File: src/rtl/alu_4bit_pkg.sv
// Shared constants and types for the 4-bit ALU built-in self test.
// Op-select encodings, sweep size and controller state type.
package alu_4bit_pkg;

    localparam logic [1:0] OP_ADD = 2'b00;
    localparam logic [1:0] OP_SUB = 2'b01;
    localparam logic [1:0] OP_MUL = 2'b10;
    localparam logic [1:0] OP_AND = 2'b11;

    localparam int          VEC_COUNT = 1024;
    localparam logic [9:0]  LAST_VEC  = 10'(VEC_COUNT - 1);
    localparam logic [10:0] ERR_MAX   = 11'(VEC_COUNT);

    typedef enum logic [2:0] {
        IDLE,
        DRIVE,
        WAIT,
        CHECK,
        DONE
    } state_t;

endpackage

File: src/rtl/alu_4bit_model.sv
// Combinational reference model of the 4-bit ALU.
// Produces the 8-bit result expected for operands a, b and select s.
module alu_4bit_model
    import alu_4bit_pkg::*;
(
    input  logic [3:0] a,
    input  logic [3:0] b,
    input  logic [1:0] s,
    output logic [7:0] f
);

    // Select the expected result; subtraction wraps in 8-bit two's complement
    always_comb begin
        f = 8'h00;
        unique case (s)
            OP_ADD:  f = {4'h0, a} + {4'h0, b};
            OP_SUB:  f = {4'h0, a} - {4'h0, b};
            OP_MUL:  f = {4'h0, a} * {4'h0, b};
            OP_AND:  f = {4'h0, a & b};
            default: f = 8'h00;
        endcase
    end

endmodule

File: src/rtl/alu_4bit_bist.sv
// Exhaustive self-test controller for a 4-bit ALU.
// Sweeps all {s,a,b} vectors, compares f_in and reports errors.
module alu_4bit_bist
    import alu_4bit_pkg::*;
#(
    parameter int SETTLE_CYCLES = 1
) (
    input  logic        clk,
    input  logic        rst_n,
    input  logic        start,
    input  logic [7:0]  f_in,
    output logic [3:0]  a_out,
    output logic [3:0]  b_out,
    output logic [1:0]  s_out,
    output logic        busy,
    output logic        done,
    output logic        pass,
    output logic [10:0] err_count,
    output logic [9:0]  first_fail
);

    localparam logic [3:0] WAIT_LAST = 4'(SETTLE_CYCLES - 2);

    state_t      state;
    state_t      state_nxt;
    logic [9:0]  vec;
    logic [3:0]  wcnt;
    logic [7:0]  expected;
    logic        mismatch;

    assign s_out = vec[9:8];
    assign a_out = vec[7:4];
    assign b_out = vec[3:0];

    alu_4bit_model u_model (
        .a (a_out),
        .b (b_out),
        .s (s_out),
        .f (expected)
    );

    assign mismatch = (f_in != expected);

    // State register
    always_ff @(posedge clk) begin
        if (!rst_n) state <= IDLE;
        else        state <= state_nxt;
    end

    // Next-state and status decode
    always_comb begin
        state_nxt = state;
        busy      = 1'b0;
        done      = 1'b0;
        unique case (state)
            IDLE: begin
                if (start) state_nxt = DRIVE;
            end
            DRIVE: begin
                busy      = 1'b1;
                state_nxt = (SETTLE_CYCLES > 1) ? WAIT : CHECK;
            end
            WAIT: begin
                busy = 1'b1;
                if (wcnt == WAIT_LAST) state_nxt = CHECK;
            end
            CHECK: begin
                busy      = 1'b1;
                state_nxt = (vec == LAST_VEC) ? DONE : DRIVE;
            end
            DONE: begin
                done      = 1'b1;
                state_nxt = IDLE;
            end
            default: state_nxt = IDLE;
        endcase
    end

    // Vector index, settle counter and result bookkeeping
    always_ff @(posedge clk) begin
        if (!rst_n) begin
            vec        <= '0;
            wcnt       <= '0;
            err_count  <= '0;
            first_fail <= '0;
            pass       <= 1'b0;
        end else begin
            unique case (state)
                IDLE: begin
                    if (start) begin
                        vec        <= '0;
                        err_count  <= '0;
                        first_fail <= '0;
                        pass       <= 1'b0;
                    end
                end
                DRIVE: begin
                    wcnt <= '0;
                end
                WAIT: begin
                    wcnt <= wcnt + 4'd1;
                end
                CHECK: begin
                    if (mismatch) begin
                        if (err_count != ERR_MAX)
                            err_count <= err_count + 11'd1;
                        if (err_count == '0)
                            first_fail <= vec;
                    end
                    if (vec != LAST_VEC) vec <= vec + 10'd1;
                end
                DONE: begin
                    pass <= (err_count == '0);
                end
                default: ;
            endcase
        end
    end

endmodule

File: config.mk
export PLATFORM = sky130hd
export DESIGN_NAME = alu_4bit_bist
export DESIGN_NICKNAME = d
export VERILOG_FILES = /design/src/rtl/alu_4bit_pkg.sv /design/src/rtl/alu_4bit_model.sv /design/src/rtl/alu_4bit_bist.sv
export SDC_FILE = /design/constraint.sdc
export NUM_CORES = 1
export LEC_CHECK = 0
export ABC_AREA = 0
export CORE_MARGIN = 1
export CORE_UTILIZATION = 30
export CTS_BUF_LIST = sky130_fd_sc_hd__clkbuf_4 sky130_fd_sc_hd__clkbuf_8
export DETAILED_ROUTE_END_ITERATION = 8
export PLACE_DENSITY = 0.49
export SETUP_SLACK_MARGIN = 0.05
export SKIP_CTS_REPAIR_TIMING = 1
export SLEW_MARGIN = 20
export SYNTH_ARGS = -nofsm -noshare
export SYNTH_HDL_FRONTEND = slang
export SYNTH_SLANG_ARGS = --single-unit
File: constraint.sdc
create_clock -name clk -period 6.9 [get_ports clk]
set_input_delay 2.07 -clock clk [delete_from_list [all_inputs] [get_ports clk]]
set_output_delay 2.07 -clock clk [all_outputs]
set_load 0.01 [all_outputs]
==> results.json, run 1 <==
{
  "floorplan.die_area_mm2": 0.0102,
  "cts_num_sinks": 39,
  "wirelength_um": 7410,
  "overflow": 0,
  "yosysWarningCount": 0,
  "residual_drc": 0,
  "grt_antenna_before_repair": 0,
  "core-area_mm2": 0.00937,
  "finalNetCount": 439,
  "timing.critical_path.arrival_ns": 5.04,
  "dr.first_iter.drc_count": 105,
  "cellPowerDensity_mw_per_mm2": 132,
  "worst_path_max_delay_cell": "sky130_fd_sc_hd__dfxtp_1",
  "postSynthRegisterBits": 39,
  "crit_top_cell": "sky130_fd_sc_hd__fa_1",
  "power.internal_mw": 0.335,
  "type_of_the_worst_setup_path": "reg2reg",
  "area_growth_syn_to_layout_pct": 20.6,
  "grt_max_degree": 40,
  "yosys.cell_types.count": 55,
  "tightest_slew_ns": 0.799,
  "post_route_cells_drive_above_1_share_pct": 4.51,
  "min-delay-path-class": "reg2reg",
  "placed_cells": 520,
  "final_cell_count_no_fill": 528,
  "clk_root_buffer_cell": "sky130_fd_sc_hd__clkbuf_8",
  "vias_in_the_first_global_route": 2507,
  "clk_path_buf_depth": 2,
  "start_util_pct": 31.5,
  "drt.antenna.violating_nets": 0,
  "synth_cells": 365,
  "postSynthNetCount": 406,
  "report.final.hold_viol_count": 0,
  "area_of_the_mapped_netlist_mm2": 0.00295,
  "worst_hold_slack_ns": 0.467,
  "timing.final.crit_share_pct": 69.6,
  "run_status": "finished clean",
  "clk_pin_slew_worst_paths_ns": 0.08,
  "cp.required_ns": 7.13,
  "setup_violations": 0,
  "firstDrtPassIters": 4,
  "fmax_mhz": 208,
  "power.ir.vdd_worst_uv": 63.8,
  "yosysSeqAreaShare_pct": 26.5,
  "leakage_nw": 1.35,
  "max-cap-violations": 0,
  "routed_via_density": 4.91,
  "core.rowCount": 35,
  "synthArstFlopShare_pct": 0,
  "share_clk_of_total_power_pct": 34.4,
  "placer_congestion_estimate": 0.763,
  "power.switching_fraction_pct": 28.5,
  "synth-main-ff-cell": "sky130_fd_sc_hd__dfxtp_1",
  "final.setup_skew_ns": 0.0111,
  "max-slew-margin-rel_pct": 46.3,
  "p_comb_share_pct": 14.9,
  "cts_max_level": 2,
  "dpl.hpwl_um": 5390,
  "cts_tree": "done",
  "sw_pwr_mw": 0.134,
  "diodes": 0,
  "worst_path_largest_cell_delay_ns": 0.66,
  "cts_made_buffers": 5,
  "clkLatencyLatePin_ns": 0.30,
  "dr_total_vias": 2593,
  "critPathMaxFanout": 14,
  "worstPathCellList": "nand2_1 -> fa_1 -> fa_1 -> inv_1 -> fa_1 -> xor2_1 -> nand2_1 -> a32oi_1 -> xor2_1 -> or4_4 -> nor4_4 -> or2_2 -> mux2i_1",
  "layout_min_cycle_time_ns": 4.80,
  "placement.cell_area_mm2": 0.00347,
  "grt_use_total_pct": 15.2,
  "floorplan.die.width_um": 101,
  "synth_area_per_cell_um2": 8.08,
  "final_max_slew_viol_count": 0,
  "end_kind": "flop",
  "n_fill_cell": 1007,
  "placement.io_buffers": 44,
  "power_mw": 0.469,
  "routed_wire_length_per_instance_um": 14.0,
  "stdcell_area_mm2": 0.00356,
  "sequentialPowerShare_pct": 50.7,
  "rsz_0062_raised_after_global_routing": "no",
  "grt_first_pass_wirelength_um": 12300,
  "startpoint_type": "flop",
  "synth_enable_flop_cells": 0,
  "floorplan.die.height_um": 101,
  "boundaryPins": 45,
  "setup_tns_ns": 0
}
[cells by family after synthesis]
| group | count (synthesis) | synth area share (%) |
|---|---|---|
| fa+ha+maj | 30 | 14.3 |
| buf+inv | 44 | 6.37 |
| simple gates | 146 | 25.6 |
| compound gates | 70 | 15.5 |
| mux | 15 | 5.52 |
| xor+xnor | 21 | 6.24 |
| flops | 39 | 26.5 |
[power groups by stage]
stage          Combinational, mW  Sequential (mW)  Clock [mW]
2_1_floorplan             0.0523            0.239           0
3_3_place_gp              0.0697            0.244           0
3_5_place_dp              0.0700            0.244           0
4_1_cts                   0.0704            0.238       0.165
5_1_grt                   0.0778            0.239       0.178
6_report                  0.0697            0.238       0.161
[routing by layer]
metal	GRT usage, %	vias up	wire length (um)
li1	-	1344	-
met1	20.5	1202	3760
met2	25.3	40	3340
met3	2.36	7	228
met4	4.01	0	80
met5	0	-	0
[cells in the mapped netlist, types with 2 or more instances]
| cell type | n | area, um^2 |
|---|---|---|
| sky130_fd_sc_hd__and3_1 | 7 | 43.8 |
| sky130_fd_sc_hd__mux2i_1 | 14 | 140 |
| sky130_fd_sc_hd__dfxtp_1 | 39 | 781 |
| sky130_fd_sc_hd__xnor2_1 | 13 | 114 |
| sky130_fd_sc_hd__or4_1 | 2 | 15.0 |
| sky130_fd_sc_hd__fa_1 | 6 | 120 |
| sky130_fd_sc_hd__a21boi_0 | 2 | 15.0 |
| sky130_fd_sc_hd__nand2b_1 | 10 | 62.6 |
| sky130_fd_sc_hd__nand4_1 | 6 | 37.5 |
| sky130_fd_sc_hd__nor3b_1 | 4 | 30.0 |
| sky130_fd_sc_hd__and2_1 | 9 | 56.3 |
| sky130_fd_sc_hd__nand2_1 | 36 | 135 |
| sky130_fd_sc_hd__buf_4 | 3 | 22.5 |
| sky130_fd_sc_hd__clkbuf_1 | 13 | 48.8 |
| sky130_fd_sc_hd__nor4_1 | 2 | 12.5 |
| sky130_fd_sc_hd__o31ai_1 | 2 | 15.0 |
| sky130_fd_sc_hd__or3_1 | 2 | 12.5 |
| sky130_fd_sc_hd__o211ai_1 | 11 | 82.6 |
| sky130_fd_sc_hd__a211o_1 | 3 | 26.3 |
| sky130_fd_sc_hd__o22ai_1 | 3 | 18.8 |
| sky130_fd_sc_hd__o21ai_1 | 9 | 45.0 |
| sky130_fd_sc_hd__o21ai_0 | 6 | 30.0 |
| sky130_fd_sc_hd__a31oi_1 | 2 | 12.5 |
| sky130_fd_sc_hd__o221ai_1 | 2 | 17.5 |
| sky130_fd_sc_hd__nor3_1 | 5 | 25.0 |
| sky130_fd_sc_hd__nor2b_1 | 3 | 18.8 |
| sky130_fd_sc_hd__nand3_1 | 22 | 110 |
| sky130_fd_sc_hd__inv_1 | 23 | 86.3 |
| sky130_fd_sc_hd__a22oi_1 | 2 | 15.0 |
| sky130_fd_sc_hd__nor2_1 | 30 | 113 |
| sky130_fd_sc_hd__buf_2 | 3 | 15.0 |
| sky130_fd_sc_hd__xor2_1 | 8 | 70.1 |
| sky130_fd_sc_hd__ha_1 | 24 | 300 |
| sky130_fd_sc_hd__a21oi_1 | 18 | 90.1 |
[flip-flops by register name (all words and copies together) (netlist names)]
name,flops
err_count,11
first_fail,10
pass,1
state,3
vec,10
wcnt,4
[through the flow]
stage	setup WS, ns	utilization (%)
after floorplan	2.81	-
after global placement	1.97	37.0
after detailed placement	1.90	37.0
after CTS	2.04	37.9
after global routing	1.77	37.9
final	2.10	37.9
[critical path: cells and delay by family (launching register included)]
family	cells	cell delay [ns]
xor+xnor	2	0.27
simple gates	5	1.80
fa+ha+maj	3	1.52
flops	1	0.66
compound gates	1	0.20
buf+inv	1	0.07
mux	1	0.23
[layout by cell type, fill, tap and decap left out, drive strengths merged, types with 8 or more instances in the layout]
master	instances
a21oi	18
and2	9
clkdlybuf4s50	44
dfxtp	39
ha	24
inv	24
mux2i	14
nand2	36
nand2b	10
nand3	22
nor2	30
o211ai	12
o21ai	16
xnor2	13
xor2	8
[area by class of cell]
class	count	area [um^2]	share of cell area [%]
multi-input combinational	282	1980	55.7
sequential	39	781	22.0
timing repair buffer	46	455	12.8
tap	129	161	4.54
inverter	24	90.1	2.53
clock buffer	6	76.3	2.15
clock inverter	2	12.5	0.352
[path summary, 6_finish.rpt]
kind,start,cells after the start,slack [ns],to
max reg2reg,vec[5],13,2.10,first_fail[4]
min reg2reg,first_fail[5],2,0.47,first_fail[5]
min,first_fail[5],2,0.47,first_fail[5]
max,vec[5],13,2.10,first_fail[4]
Power figures use the tool's default switching activity.
==> run 2: changes to the inputs <==
- PLACE_DENSITY: 0.49 -> 0.51
- clock period: 6.9 -> 4.35 ns (I/O delays scaled with it)
==> results.json, run 2 (synthesis gave the netlist of run 1 again) <==
{
  "run_status": "finished clean",
  "core-area_mm2": 0.00937,
  "clkLatencyLatePin_ns": 0.29,
  "endpoint": "first_fail[4]",
  "type_of_the_worst_setup_path": "reg2reg",
  "tightest_slew_ns": 0.702,
  "final_common_cell": "sky130_fd_sc_hd__clkdlybuf4s50_1",
  "rrSetupSlack_ns": 0.34,
  "path_delay_family": "adder cells",
  "grt_antenna_before_repair": 0,
  "wirelength_um": 7360,
  "report.final.hold_viol_count": 0,
  "dpl.hpwl_um": 5600,
  "start_util_pct": 31.5,
  "placement.io_buffers": 44,
  "boundaryPins": 45,
  "firstDrtPassIters": 5,
  "floorplan.die_area_mm2": 0.0102,
  "cts_made_buffers": 5,
  "cellPowerDensity_mw_per_mm2": 210,
  "end_kind": "flop",
  "startpoint_type": "flop",
  "residual_drc": 0,
  "worst_path_max_delay_cell": "sky130_fd_sc_hd__fa_1",
  "critPathMaxFanout": 10,
  "dr_total_vias": 2648,
  "crit_top_cell": "sky130_fd_sc_hd__fa_1",
  "worstPathCellList": "nand2_1 -> fa_1 -> fa_1 -> inv_1 -> fa_1 -> xor2_1 -> nand2_1 -> a32oi_1 -> xor2_1 -> or4_4 -> nor4_4 -> or2_4 -> mux2i_1",
  "final_max_slew_viol_count": 0,
  "area_growth_syn_to_layout_pct": 24.2,
  "layout_min_cycle_time_ns": 4.01,
  "setup_tns_ns": 0,
  "reg.largest.list": "err_count (11), first_fail (10), vec (10)",
  "cts_num_sinks": 39,
  "clk_path_buf_depth": 2,
  "dr.first_iter.drc_count": 122,
  "timing.critical_path.arrival_ns": 4.23,
  "worst_path_largest_cell_delay_ns": 0.54,
  "critical_path_depth": 13,
  "floorplan.die.height_um": 101,
  "grt_first_pass_wirelength_um": 12200,
  "clk_root_buffer_cell": "sky130_fd_sc_hd__clkbuf_8",
  "max-cap-violations": 0,
  "vias_in_the_first_global_route": 2456,
  "startpoint_of_the_worst_register_to_register_path": "vec[4]",
  "placed_cells": 530,
  "routed_via_density": 4.92,
  "cp.required_ns": 4.57,
  "largest_register_ffs": 11,
  "cts_max_level": 2,
  "grt_max_degree": 40,
  "finalNetCount": 449,
  "grt_use_total_pct": 15.0,
  "rr_endpoint": "first_fail[4]",
  "holdPathStages": 2,
  "leakage_nw": 1.41,
  "layout_common_cells": "sky130_fd_sc_hd__clkdlybuf4s50_1 (44), sky130_fd_sc_hd__dfxtp_1 (39), sky130_fd_sc_hd__nand2_1 (36), sky130_fd_sc_hd__nor2_1 (30), sky130_fd_sc_hd__ha_1 (24)",
  "regMostFlops": "err_count",
  "post_route_cells_drive_above_1_share_pct": 7.33,
  "floorplan.die.width_um": 101,
  "routed_wire_length_per_instance_um": 13.7,
  "power.ir.vdd_worst_uv": 124,
  "rsz_0062_raised_after_global_routing": "no",
  "final_cell_count_no_fill": 538,
  "clk_pin_slew_worst_paths_ns": 0.08,
  "cts_tree": "done",
  "core.rowCount": 35,
  "final.setup_skew_ns": 0.0125,
  "min-delay-path-class": "reg2reg",
  "fmax_mhz": 249,
  "cp-startpoint": "vec[4]",
  "timing.final.crit_share_pct": 92.2,
  "overflow": 0,
  "drt.antenna.violating_nets": 0,
  "placer_congestion_estimate": 0.810,
  "max-slew-margin-rel_pct": 53.2,
  "setup_violations": 0,
  "diodes": 0,
  "reg2reg_depth": 13,
  "cp_num_buf_inv": 1
}
==> run 2: changes by cell type in the layout (fill, tap and decap cells not counted), sizes merged <==
cell    before  now
clkinv       1    0
clkbuf       6    7
buf          2   12
==> run 2: per-layer routing <==
| metal | routed length [um] | track usage, % | up-vias |
|---|---|---|---|
| met5 | 0 | 0 | - |
| met4 | 71 | 4.35 | 0 |
| met3 | 174 | 1.94 | 4 |
| met2 | 3330 | 23.2 | 46 |
| met1 | 3790 | 21.7 | 1237 |
| li1 | - | - | 1361 |
==> run 2: worst min-delay path by stage <==
stage / endpoint / slack (ns) / start
floorplan: state[0] / 0.47 / wcnt[3]
global placement: first_fail[3] / 0.45 / first_fail[3]
detailed placement: first_fail[0] / 0.45 / first_fail[0]
CTS: first_fail[0] / 0.47 / first_fail[0]
global route: first_fail[9] / 0.48 / first_fail[9]
finish: first_fail[3] / 0.46 / first_fail[3]
==> run 2: through the flow <==
stage	setup slack [ns]	hold WS [ns]	power, mW	cell area, um^2	util (%)
3_5_place_dp	0.138	0.450	0.500	3540	37.8
6_report	0.340	0.464	0.769	3660	39.1
2_1_floorplan	0.260	0.470	0.462	2950	-
5_1_grt	0.0811	0.484	0.809	3660	39.1
3_3_place_gp	0.209	0.453	0.499	3540	37.8
4_1_cts	0.142	0.472	0.779	3650	38.9
==> run 2: layout make-up <==
cell class              instances  area (um^2)
repair buffers                 56          534
multi-input cells             282         1990
well taps                     129          161
clock inverters                 1         7.51
inverters                      24         90.1
flip-flops and latches         39          781
clock buffers                   7         96.3
fillers                       984         5710
==> run 2: tightest hold or removal path, cell delays in order (launching register included) <==
cell and delay, ns:
sky130_fd_sc_hd__dfxtp_1 0.31, sky130_fd_sc_hd__nand2_1 0.05, sky130_fd_sc_hd__mux2i_1 0.06
==> run 2: power by group <==
part	switching [mW]	leakage, nW	internal [mW]
sequential	0.0146	0.315	0.362
combinational	0.0611	1.04	0.0535
clock	0.133	0.0505	0.144
total	0.209	1.41	0.560
